### src/rtl/adc_request_scheduler.sv
// rtl/adc_request_scheduler.sv - round-robin scheduler sharing one serial ADC core among three requesters
//
// Optional feature macro: ADC_SCHED_TIMEOUT_EN
//   defined   : WAIT aborts after TIMEOUT_CYCLES without adc_done and sets sticky timeout_err
//   undefined : WAIT persists until adc_done or reset, timeout_err tied low
//
// Ports:
//   CLOCK_50      in   1   system clock
//   reset         in   1   synchronous active-high reset
//   req           in   3   per-requester conversion request (level)
//   mode_sel      in   3   eligibility mask, requester i eligible while mode_sel[i]=1
//   adc_start     out  1   one-cycle start pulse to the ADC core
//   adc_channel   out  3   channel of the current conversion
//   adc_done      in   1   conversion complete pulse, adc_data valid same cycle
//   adc_data      in   12  conversion result from the core
//   grant         out  3   one-hot owner of the current conversion
//   result        out  12  last captured result
//   result_valid  out  3   one-cycle strobe to the owner of result
//   busy          out  1   high in every state except IDLE
//   timeout_err   out  1   sticky abort flag
module adc_request_scheduler #(
  parameter logic [2:0]  CH0            = 3'd0,
  parameter logic [2:0]  CH1            = 3'd1,
  parameter logic [2:0]  CH2            = 3'd2,
  parameter int unsigned HOLDOFF        = 50,
  parameter int unsigned TIMEOUT_CYCLES = 4096
) (
  input  logic        CLOCK_50,
  input  logic        reset,
  input  logic [2:0]  req,
  input  logic [2:0]  mode_sel,
  output logic        adc_start,
  output logic [2:0]  adc_channel,
  input  logic        adc_done,
  input  logic [11:0] adc_data,
  output logic [2:0]  grant,
  output logic [11:0] result,
  output logic [2:0]  result_valid,
  output logic        busy,
  output logic        timeout_err
);

  typedef enum logic [2:0] {
    S_IDLE,
    S_ISSUE,
    S_WAIT,
    S_DELIVER,
    S_HOLDOFF
  } state_t;

  // One counter serves both the holdoff and the WAIT timeout; it only ever
  // reaches (limit - 1), so $clog2 of the larger limit is enough.
  localparam int unsigned CNT_MAX = (HOLDOFF > TIMEOUT_CYCLES) ? HOLDOFF : TIMEOUT_CYCLES;
  localparam int          CW      = (CNT_MAX > 1) ? $clog2(CNT_MAX) : 1;
  localparam logic [CW-1:0] HOLD_LAST = CW'(HOLDOFF - 1);

  // With HOLDOFF=0 a finished (or aborted) conversion returns straight to IDLE.
  localparam state_t AFTER_RUN = (HOLDOFF == 0) ? S_IDLE : S_HOLDOFF;

`ifdef ADC_SCHED_TIMEOUT_EN
  localparam logic [CW-1:0] TO_LAST = CW'(TIMEOUT_CYCLES - 1);
`endif

  state_t        state_q, state_d;
  logic [CW-1:0] cnt_q, cnt_d;
  logic [1:0]    last_q, last_d;
  logic [2:0]    grant_q, grant_d;
  logic [2:0]    chan_q, chan_d;
  logic          start_q, start_d;
  logic [11:0]   result_q, result_d;
  logic [2:0]    rv_q, rv_d;
  logic          busy_q, busy_d;

  logic [2:0]    eligible;
  logic          sel_found;
  logic [1:0]    sel_idx;
  logic [1:0]    cand;
  logic [2:0]    sel_chan;
  logic          timeout_hit;

  // Round-robin pick: walk last+3, last+2, last+1 (mod 3) so the candidate
  // closest after last overwrites the others.
  always_comb begin
    eligible  = req & mode_sel;
    sel_found = |eligible;
    sel_idx   = 2'd0;
    cand      = 2'd0;
    for (int k = 3; k >= 1; k--) begin
      cand = 2'((int'(last_q) + k) % 3);
      if (eligible[cand]) begin
        sel_idx = cand;
      end
    end
    case (sel_idx)
      2'd0:    sel_chan = CH0;
      2'd1:    sel_chan = CH1;
      default: sel_chan = CH2;
    endcase
  end

`ifdef ADC_SCHED_TIMEOUT_EN
  assign timeout_hit = (state_q == S_WAIT) && !adc_done && (cnt_q == TO_LAST);
`else
  assign timeout_hit = 1'b0;
`endif

  // State register plus registered outputs.
  always_ff @(posedge CLOCK_50) begin
    if (reset) begin
      state_q  <= S_IDLE;
      cnt_q    <= '0;
      last_q   <= 2'd2;
      grant_q  <= 3'b000;
      chan_q   <= 3'd0;
      start_q  <= 1'b0;
      result_q <= 12'h000;
      rv_q     <= 3'b000;
      busy_q   <= 1'b0;
    end else begin
      state_q  <= state_d;
      cnt_q    <= cnt_d;
      last_q   <= last_d;
      grant_q  <= grant_d;
      chan_q   <= chan_d;
      start_q  <= start_d;
      result_q <= result_d;
      rv_q     <= rv_d;
      busy_q   <= busy_d;
    end
  end

  // Next-state logic. The counter is cleared whenever it is not counting so
  // both WAIT and HOLDOFF always start from zero.
  always_comb begin
    state_d = state_q;
    cnt_d   = '0;
    case (state_q)
      S_IDLE: begin
        if (sel_found) state_d = S_ISSUE;
      end
      S_ISSUE: begin
        state_d = S_WAIT;
      end
      S_WAIT: begin
        if (adc_done) begin
          state_d = S_DELIVER;
        end else if (timeout_hit) begin
          state_d = AFTER_RUN;
        end else begin
`ifdef ADC_SCHED_TIMEOUT_EN
          cnt_d = cnt_q + 1'b1;
`endif
        end
      end
      S_DELIVER: begin
        state_d = AFTER_RUN;
      end
      S_HOLDOFF: begin
        if (cnt_q == HOLD_LAST) state_d = S_IDLE;
        else                    cnt_d   = cnt_q + 1'b1;
      end
      default: begin
        state_d = S_IDLE;
      end
    endcase
  end

  // Output next values; everything leaves the block through a flop.
  always_comb begin
    last_d   = last_q;
    grant_d  = grant_q;
    chan_d   = chan_q;
    start_d  = 1'b0;
    result_d = result_q;
    rv_d     = 3'b000;
    busy_d   = (state_d != S_IDLE);
    case (state_q)
      S_IDLE: begin
        if (sel_found) begin
          grant_d = 3'b001 << sel_idx;
          chan_d  = sel_chan;
          start_d = 1'b1;
          last_d  = sel_idx;
        end
      end
      S_WAIT: begin
        if (adc_done) begin
          result_d = adc_data;
          // Strobe is dropped if the owner lost eligibility mid-conversion.
          rv_d     = grant_q & mode_sel;
        end else if (timeout_hit) begin
          grant_d  = 3'b000;
        end
      end
      S_DELIVER: begin
        grant_d = 3'b000;
      end
      default: begin
      end
    endcase
  end

`ifdef ADC_SCHED_TIMEOUT_EN
  logic terr_q;

  always_ff @(posedge CLOCK_50) begin
    if (reset)            terr_q <= 1'b0;
    else if (timeout_hit) terr_q <= 1'b1;
  end

  assign timeout_err = terr_q;
`else
  assign timeout_err = 1'b0;
`endif

  assign adc_start    = start_q;
  assign adc_channel  = chan_q;
  assign grant        = grant_q;
  assign result       = result_q;
  assign result_valid = rv_q;
  assign busy         = busy_q;

endmodule

### config.mk
export PLATFORM = sky130hd
export DESIGN_NAME = adc_request_scheduler
export DESIGN_NICKNAME = d
export VERILOG_FILES = /design/src/rtl/adc_request_scheduler.sv
export SDC_FILE = /design/constraint.sdc
export NUM_CORES = 1
export LEC_CHECK = 0
export CORE_ASPECT_RATIO = 0.75
export CORE_UTILIZATION = 51
export DETAILED_ROUTE_END_ITERATION = 12
export PLACE_DENSITY = 0.84
export SYNTH_ARGS = -nofsm -noshare
export SYNTH_HDL_FRONTEND = slang
export SYNTH_SLANG_ARGS = --single-unit
### constraint.sdc
create_clock -name CLOCK_50 -period 4.42 [get_ports CLOCK_50]
set_input_delay 0.884 -clock CLOCK_50 [delete_from_list [all_inputs] [get_ports CLOCK_50]]
set_output_delay 0.884 -clock CLOCK_50 [all_outputs]
set_load 0.005 [all_outputs]
### After elaboration in Yosys (flattened, before gate mapping)

Index checks and enable logic that the tools add are counted.

| storage, ports and cells | value |
|---|---|
| register bits | 40 |
| bits of input ports | 21 |
| output and inout port bits | 24 |
| word-level logic and storage cells | 61 |

| operators by class | value |
|---|---|
| add/sub/neg operators | 4 |
| div/mod/pow operators | 3 |
| magnitude comparators | 3 |
| equality and inequality tests | 7 |
| shift-type cells | 1 |
| mux-type cells | 17 |
| bitwise operators | 6 |
| reduce and logical (&&, ||, !) cells | 11 |

Operators with widths:

| operator | count |
|---|---|
| $mod A32 B3 Y32 const B | 3 |
| $pmux W3 S5 | 1 |
| $add A12 B1 Y12 const B | 1 |
| $eq A12 B6 Y1 const B | 1 |
| $mux W3 | 4 |
| $lt A2 B3 Y1 const B | 3 |
| $reduce_or A3 Y1 | 3 |
| $add A2 B2 Y3 const B | 2 |
| $and A3 B3 Y3 | 2 |
| $bmux W1 S2 | 3 |
| $eq A3 B2 Y1 const B | 2 |
| $mux W2 | 3 |
| $pmux W3 S2 | 1 |
| $reduce_and A2 Y1 | 3 |
| $mux W1 | 4 |
| $not A1 Y1 | 4 |
| $pmux W2 S2 | 1 |
| $add A2 B1 Y3 const B | 1 |
| $eq A3 B1 Y1 const B | 1 |
| $eq A3 B3 Y1 const B | 1 |
| $logic_not A3 Y1 | 1 |
| $reduce_bool A3 Y1 | 1 |
| $shl A1 B2 Y3 const A | 1 |
| $eq A2 B1 Y1 const B | 1 |
| other kinds (4) | 4 |

### Depth between registers and ports, before layout

Gate-level depths: netlist of run 1.

| logic depth | value |
|---|---|
| depth in word-level cells | 10 |
| mapped depth | 7 |
| gate-level depth less buffers | 7 |

### Worst setup path before layout of run 1

OpenSTA, ideal clock, no wires.

| timing | value |
|---|---|
| path kind | input to register |
| start point | input port mode_sel[0] |
| end point | register grant_q[1] (netlist: grant[1]) |
| setup time | 0.115 ns |
| arrival | 1.861 ns |
| data required time | 4.305 ns |
| path slack | 2.444 ns |
| stages on the path | 6 |
| buffers on the path | 1 |
| cell sequence | a222oi_1 or4_1 buf_6 nor2_2 o22ai_2 and2_1 |

| on the way | value |
|---|---|
| word-level cells in the longest chain between the ends | 9 |
| elaborated cells between the ends (all ways) | 16 |
| classes of those cells | 1 x eq/ne; 1 x shift; 11 x mux; 1 x bitwise; 2 x reduce/logical |

Ends and longest elaborated chain:

| what | line | source |
|---|---|---|
| start: declaration | 31 | `input logic [2:0] mode_sel,` |
| $and A3 B3 Y3 * | 84 | `eligible = req & mode_sel;` |
| $bmux W1 S2 | 90 | `if (eligible[cand]) begin` |
| $mux W1 (not written as such) | 90 |  |
| $mux W2 (3 in a row) | 90 |  |
| $shl A1 B2 Y3 | 180 | `grant_d = 3'b001 << sel_idx;` |
| $mux W3 | 179 | `if (sel_found) begin` |
| $pmux W3 S2 | 177 | `case (state_q)` |
| end signal: assignment | 123 | `grant_q <= grant_d;` |
| end: declaration | 67 | `logic [2:0] grant_q, grant_d;` |

Every way passes the cells marked *; elsewhere a longest branch is shown, timed or not. The select of a mux whose other input is x is not followed.
A chain may end at the register's enable or synchronous reset.

### Worst setup path after layout of run 1

| timing | value |
|---|---|
| start point | input port mode_sel[0] |
| end point | register last_q[0] |

| on the way | value |
|---|---|
| word-level cells in the longest chain between the ends | 6 |
| elaborated cells between the ends (all ways) | 12 |
| classes of those cells | 9 x mux; 1 x bitwise; 2 x reduce/logical |

Ends and longest elaborated chain:

| what | line | source |
|---|---|---|
| $and A3 B3 Y3 * | 84 |  |
| $bmux W1 S2 | 90 |  |
| $mux W1 (not written as such) | 90 |  |
| $mux W2 (3 in a row) | 90 |  |
| end signal: assignment | 122 | `last_q <= last_d;` |
| end: declaration | 66 | `logic [1:0] last_q, last_d;` |

Marked as above.

==> results of run 1 <==
-- area by class of cell --
type,count,area [sq um],area share
repair buffers,42,420,0.194
flip-flops and latches,39,781,0.360
clock inverters,2,12.5,0.00577
inverters,5,18.8,0.00866
clock buffers,6,72.6,0.0335
multi-input cells,144,815,0.376
well taps,38,47.5,0.0219
-- where the power goes --
part	switching, W	internal, W
Combinational	0.0000824	0.0000947
Sequential	0.0000206	0.000378
Clock	0.000116	0.000110
-- critical path, cell delays in order --
cell and delay [ns]:
clkdlybuf4s50_1 0.46, a222oi_1 0.57, or4_1 0.43, nor2_2 0.08, o22ai_2 0.18, a21boi_1 0.20
-- cell usage after synthesis, types with 2 or more instances --
master     n
a21boi_1   2
a21o_1     2
a21oi_1   22
and2_1     3
and3_1     4
buf_4      2
clkbuf_1   5
dfxtp_1   39
ha_1       5
inv_1      5
nand2_1   38
nand3_1    5
nand3b_1   3
nand4_1    2
nand4b_1   2
nor2_1    18
nor3_1     3
o21ai_0    3
or3_1      3
or4_1      2
xnor2_1    2
xor2_1     7
-- cell families after synthesis --
family | after synthesis | share of synthesized area
AO/OA/AOI/OAI | 38 | 0.140
XOR/XNOR | 9 | 0.0475
adder cells (fa/ha/maj) | 5 | 0.0377
buffers and inverters | 14 | 0.0414
flip-flops | 39 | 0.470
other | 1 | 0.00226
AND/OR/NAND/NOR | 90 | 0.261
-- final timing paths --
check	startpoint	endpoint	slack, ns	cells after the start
setup reg to reg	last_q[0]	last_q[0]	2.52	7
hold / removal	adc_channel[0]	adc_channel[0]	0.45	2
setup / recovery	mode_sel[0]	last_q[0]	1.82	6
hold reg to reg	adc_channel[0]	adc_channel[0]	0.45	2
-- registers in the layout (all words and copies together), names as in the netlist --
signal        flops
cnt_q            12
grant             3
result           12
adc_channel       2
result_valid      3
last_q            2
adc_start         1
busy              1
state_q           3
-- through the flow --
stage	total power, W	utilization	instance area, sq um
final	0.000802	0.717	2170
after CTS	0.000810	0.717	2170
after global placement	0.000579	0.689	2080
after floorplan	0.000512	-	1660
after detailed placement	0.000583	0.689	2080
after global routing	0.000852	0.717	2170
-- metal layers --
metal,vias to the layer above,track usage,part of all wire
met5,-,0,0
li1,745,-,-
met3,2,0.0915,0.077
met1,634,0.287,0.51
met4,0,0.0521,0.0030
met2,43,0.315,0.40
==> results.toml, run 1 <==
[run_status]
status = "complete, no violations"

[clock_network]
cts-htree-levels = 2
cts_buffers = 5
ctsRootBufferMaster = "clkbuf_8"
cts_setup_buffers = 0
cts.repair.resized = 0
holdBufCountCts = 0
insertion_delay_ns = 0.28
cts_tree = "yes"
clkTransAtPathRegs_ns = 0.07
cts_max_path_buffers = 2
clkSinkCount = 39

[finish]
fin_cells = 276
nets = 263
area_growth_syn_to_layout_pct = 30.5
fillCellCount = 262
diodes = 0
layout_common_cells = "clkdlybuf4s50_1 (42), dfxtp_1 (39), nand2_1 (38), a21oi_1 (22), nor2_1 (18)"
drive_above_1_share = 0.0420
final_common_cell = "clkdlybuf4s50_1"

[sta]
fin_hold_ws_ns = 0.448
setup_viol = 0
drv_slew = 0
setup_tns_ns = 0
slew-limit-headroom = 0.398
rsz0062_at_grt = "no"
worst_pin_slew_ns = 0.901
report.final.hold_viol_count = 0
period_needed_ns = 2.60
period_share = 0.587
layout_setup_ws_ns = 1.82
fmax_mhz = 385
skew_ns = 0.00409

[grt]
antenna_found_initial = 0
grt_pass1_wl_mm = 5.49
grt_pass1_vias = 1276
grtUsageTotal = 0.214
gr-total-overflow = 0
grt_max_degree = 26

[synth]
synth-edff-count = 0
yosysTopAreaCellShare = 0.470
netlist-cell-type-count = 41
yosys.area.top_type = "dfxtp_1"
syn_inst = 196
synthesis.area_sq_um = 1660
synthArstFlopShare = 0
ys.flop_type = "dfxtp_1"
ys_ff_latch = 39
syn_avg_cell_area_sq_um = 8.47
yosysWarnings = 0
seq_area_frac_synth = 0.470
synth_area_leaders = "dfxtp_1 (47%), nand2_1 (8.6%), a21oi_1 (6.6%)"

[drt]
first_pass_iters = 4
vias = 1424
routedWlPerCell_microns = 12.3
via_per_inst = 5.16
drtIter0Drc = 105
routed_wl_mm = 3.39
ant_nets = 0
drc = 0

[setup_path]
worstPathRequired_ns = 4.63
start_kind = "input pin"
cp_data_arrival_time_ns = 2.81
critical_path_class = "in -> reg"
cp-end-kind = "flop"
crit_fanout = 10

[die]
die_area_sq_um = 3490
coreArea_sq_um = 3020
fp.dieH_microns = 51.4
fp.dieW_microns = 67.9
start_util = 0.550
fp-row-count = 17
io_pins = 45

[placed_design]
dp.cells = 268
place.gp.congestion = 0.831
dp_slack_ns = 1.57
io_buffers = 42
post-dp-hpwl_mm = 2.48

[min_path]
min_path_type = "reg -> reg"

[pwr]
power_leakage_nw = 0.799
irDropWorstVdd_uv = 208
p_per_area_nw_per_um2 = 370

[run]
drv_cap = 0
Power figures use the tool's default switching activity.
==> run 2, diff against run 1 <==
--- a/config.mk
+++ b/config.mk
@@ -6,9 +6,9 @@
 export NUM_CORES = 1
 export LEC_CHECK = 0
 export CORE_ASPECT_RATIO = 0.75
-export CORE_UTILIZATION = 51
+export CORE_UTILIZATION = 47
 export DETAILED_ROUTE_END_ITERATION = 12
-export PLACE_DENSITY = 0.84
+export PLACE_DENSITY = 0.78
 export SYNTH_ARGS = -nofsm -noshare
 export SYNTH_HDL_FRONTEND = slang
 export SYNTH_SLANG_ARGS = --single-unit
==> constraint.sdc (replaced) <==
create_clock -name CLOCK_50 -period 2.49 [get_ports CLOCK_50]
set_input_delay 0.498 -clock CLOCK_50 [delete_from_list [all_inputs] [get_ports CLOCK_50]]
set_output_delay 0.498 -clock CLOCK_50 [all_outputs]
set_load 0.005 [all_outputs]
==> run 2 against run 1 <==
The run now ends with DRC left; sequential power rose by 78%; worst hold slack improved by 0.0060 ns; final area rose by 2.2%; routed wire length rose by 0.44%; critical path depth did not move; critical path type unchanged; highest routed layer unchanged; clock-buffer cell count rose by 2; combinational power rose by 82%.
==> results.toml, run 2 (same netlist as run 1, synthesis figures left out) <==
[sta]
fmax_mhz = 522
period_needed_ns = 1.92
setup_tns_ns = 0
period_share = 0.770
setup_viol = 0
layout_setup_ws_ns = 0.573
fin_hold_ws_ns = 0.454
rsz0062_at_grt = "no"
skew_ns = 0.00445
report.final.hold_viol_count = 0
drv_slew = 0

[pwr]
p_seq_frac = 0.475
power_leakage_nw = 0.827
irDropWorstVdd_uv = 369
pwr-share-comb = 0.217
clkPwrFrac = 0.308
switching_share = 0.262
p_per_area_nw_per_um2 = 673
p_sw_w = 0.000391
p_int_w = 0.00110

[setup_path]
cp_data_arrival_time_ns = 2.10
crit_fanout = 6
cp-end-kind = "flop"
critical_path_class = "in -> reg"
start_kind = "input pin"
worstPathCellList = "clkdlybuf4s50_1 -> a222oi_1 -> or4_1 -> buf_4 -> a21oi_1 -> nand2_1"
reg2reg_depth = 7
worstPathRequired_ns = 2.67
max_stage_delay_ns = 0.52
cp_slowest_cell = "clkdlybuf4s50_1"

[grt]
grt_pass1_wl_mm = 5.62
antenna_found_initial = 0
grtUsageTotal = 0.199
gr-total-overflow = 0
grt_pass1_vias = 1186
grt_max_degree = 17

[clock_network]
clkSinkCount = 39
holdBufCountCts = 0
cts_buffers = 5
clkTransAtPathRegs_ns = 0.07
cts_max_path_buffers = 2
cts_setup_buffers = 0
ctsRootBufferMaster = "clkbuf_8"
cts-htree-levels = 2
cts.repair.resized = 0
insertion_delay_ns = 0.29
cts_tree = "yes"

[drt]
via_per_inst = 5.09
ant_nets = 0
routedWlPerCell_microns = 12.1
drtIter0Drc = 71
drc = 6
first_pass_iters = 9
vias = 1436
routed_wl_mm = 3.40

[run]
drv_cap = 0

[min_path]
min_path_type = "reg -> reg"
hold_path_depth = 2

[die]
fp.dieW_microns = 70.6
fp-row-count = 18
fp.dieH_microns = 53.5
coreArea_sq_um = 3330
io_pins = 45
die_area_sq_um = 3780
start_util = 0.498

[finish]
area_growth_syn_to_layout_pct = 33.4
final_common_cell = "clkdlybuf4s50_1"
final_area_sq_um = 2210
nets = 267
layout_common_cells = "clkdlybuf4s50_1 (42), dfxtp_1 (39), nand2_1 (38), a21oi_1 (22), nor2_1 (18)"
drive_above_1_share = 0.0579
diodes = 0

[run_status]
violations = "DRC"
status = "finished with violations"

[placed_design]
io_buffers = 42
placed_cell_area_sq_um = 2110
post-dp-hpwl_mm = 2.42
place.gp.congestion = 0.809
dp_slack_ns = 0.293
## run 2: cell count changes in the layout (fill, tap and decap cells not counted)
cell        before  now
clkinvlp_4       1    0
buf_4            0    4
clkbuf_8         5    7
clkinv_2         1    0
## run 2: final timing paths
check	startpoint	to	slack (ns)
max	mode_sel[0]	last_q[1]	0.57
min	result[8]	result[8]	0.45
max reg2reg	last_q[0]	adc_channel[0]	0.60
min reg2reg	result[8]	result[8]	0.45
## run 2: per-layer routing
metal | track usage | part of all wire | vias up
met5 | 0 | 0 | -
met4 | 0.0700 | 0.0035 | 0
met3 | 0.0952 | 0.081 | 2
met2 | 0.277 | 0.41 | 38
met1 | 0.266 | 0.50 | 638
li1 | - | - | 758
## run 2: area by class of cell
class                           instances  area (sq um)
Fill cell                             286          1120
Multi-Input combinational cell        144           815
Sequential cell                        39           781
Timing Repair Buffer                   46           450
Clock buffer                            8           100
Inverter                                5          18.8
Tap cell                               40          50.0
## run 2: power groups by stage
stage / Clock, W / Sequential, W / Combinational [W]
global route: 0.000500 / 0.000715 / 0.000354
CTS: 0.000472 / 0.000708 / 0.000322
global placement: 0 / 0.000722 / 0.000318
floorplan: 0 / 0.000718 / 0.000191
detailed placement: 0 / 0.000722 / 0.000320
finish: 0.000459 / 0.000708 / 0.000323
## run 2: metrics by stage
step / util / power [W] / instances
after floorplan: - / 0.000908 / 197
after global placement: 0.634 / 0.00104 / 274
after CTS: 0.664 / 0.00150 / 282
after detailed placement: 0.634 / 0.00104 / 274
final: 0.664 / 0.00149 / 282
after global routing: 0.664 / 0.00157 / 282
## run 2: critical path: cells and delay by family
| kind | cells | cell delay (ns) |
|---|---|---|
| AOI/OAI and AO/OA | 2 | 0.29 |
| and+or+nand+nor | 2 | 0.59 |
| buffers and inverters | 2 | 0.72 |
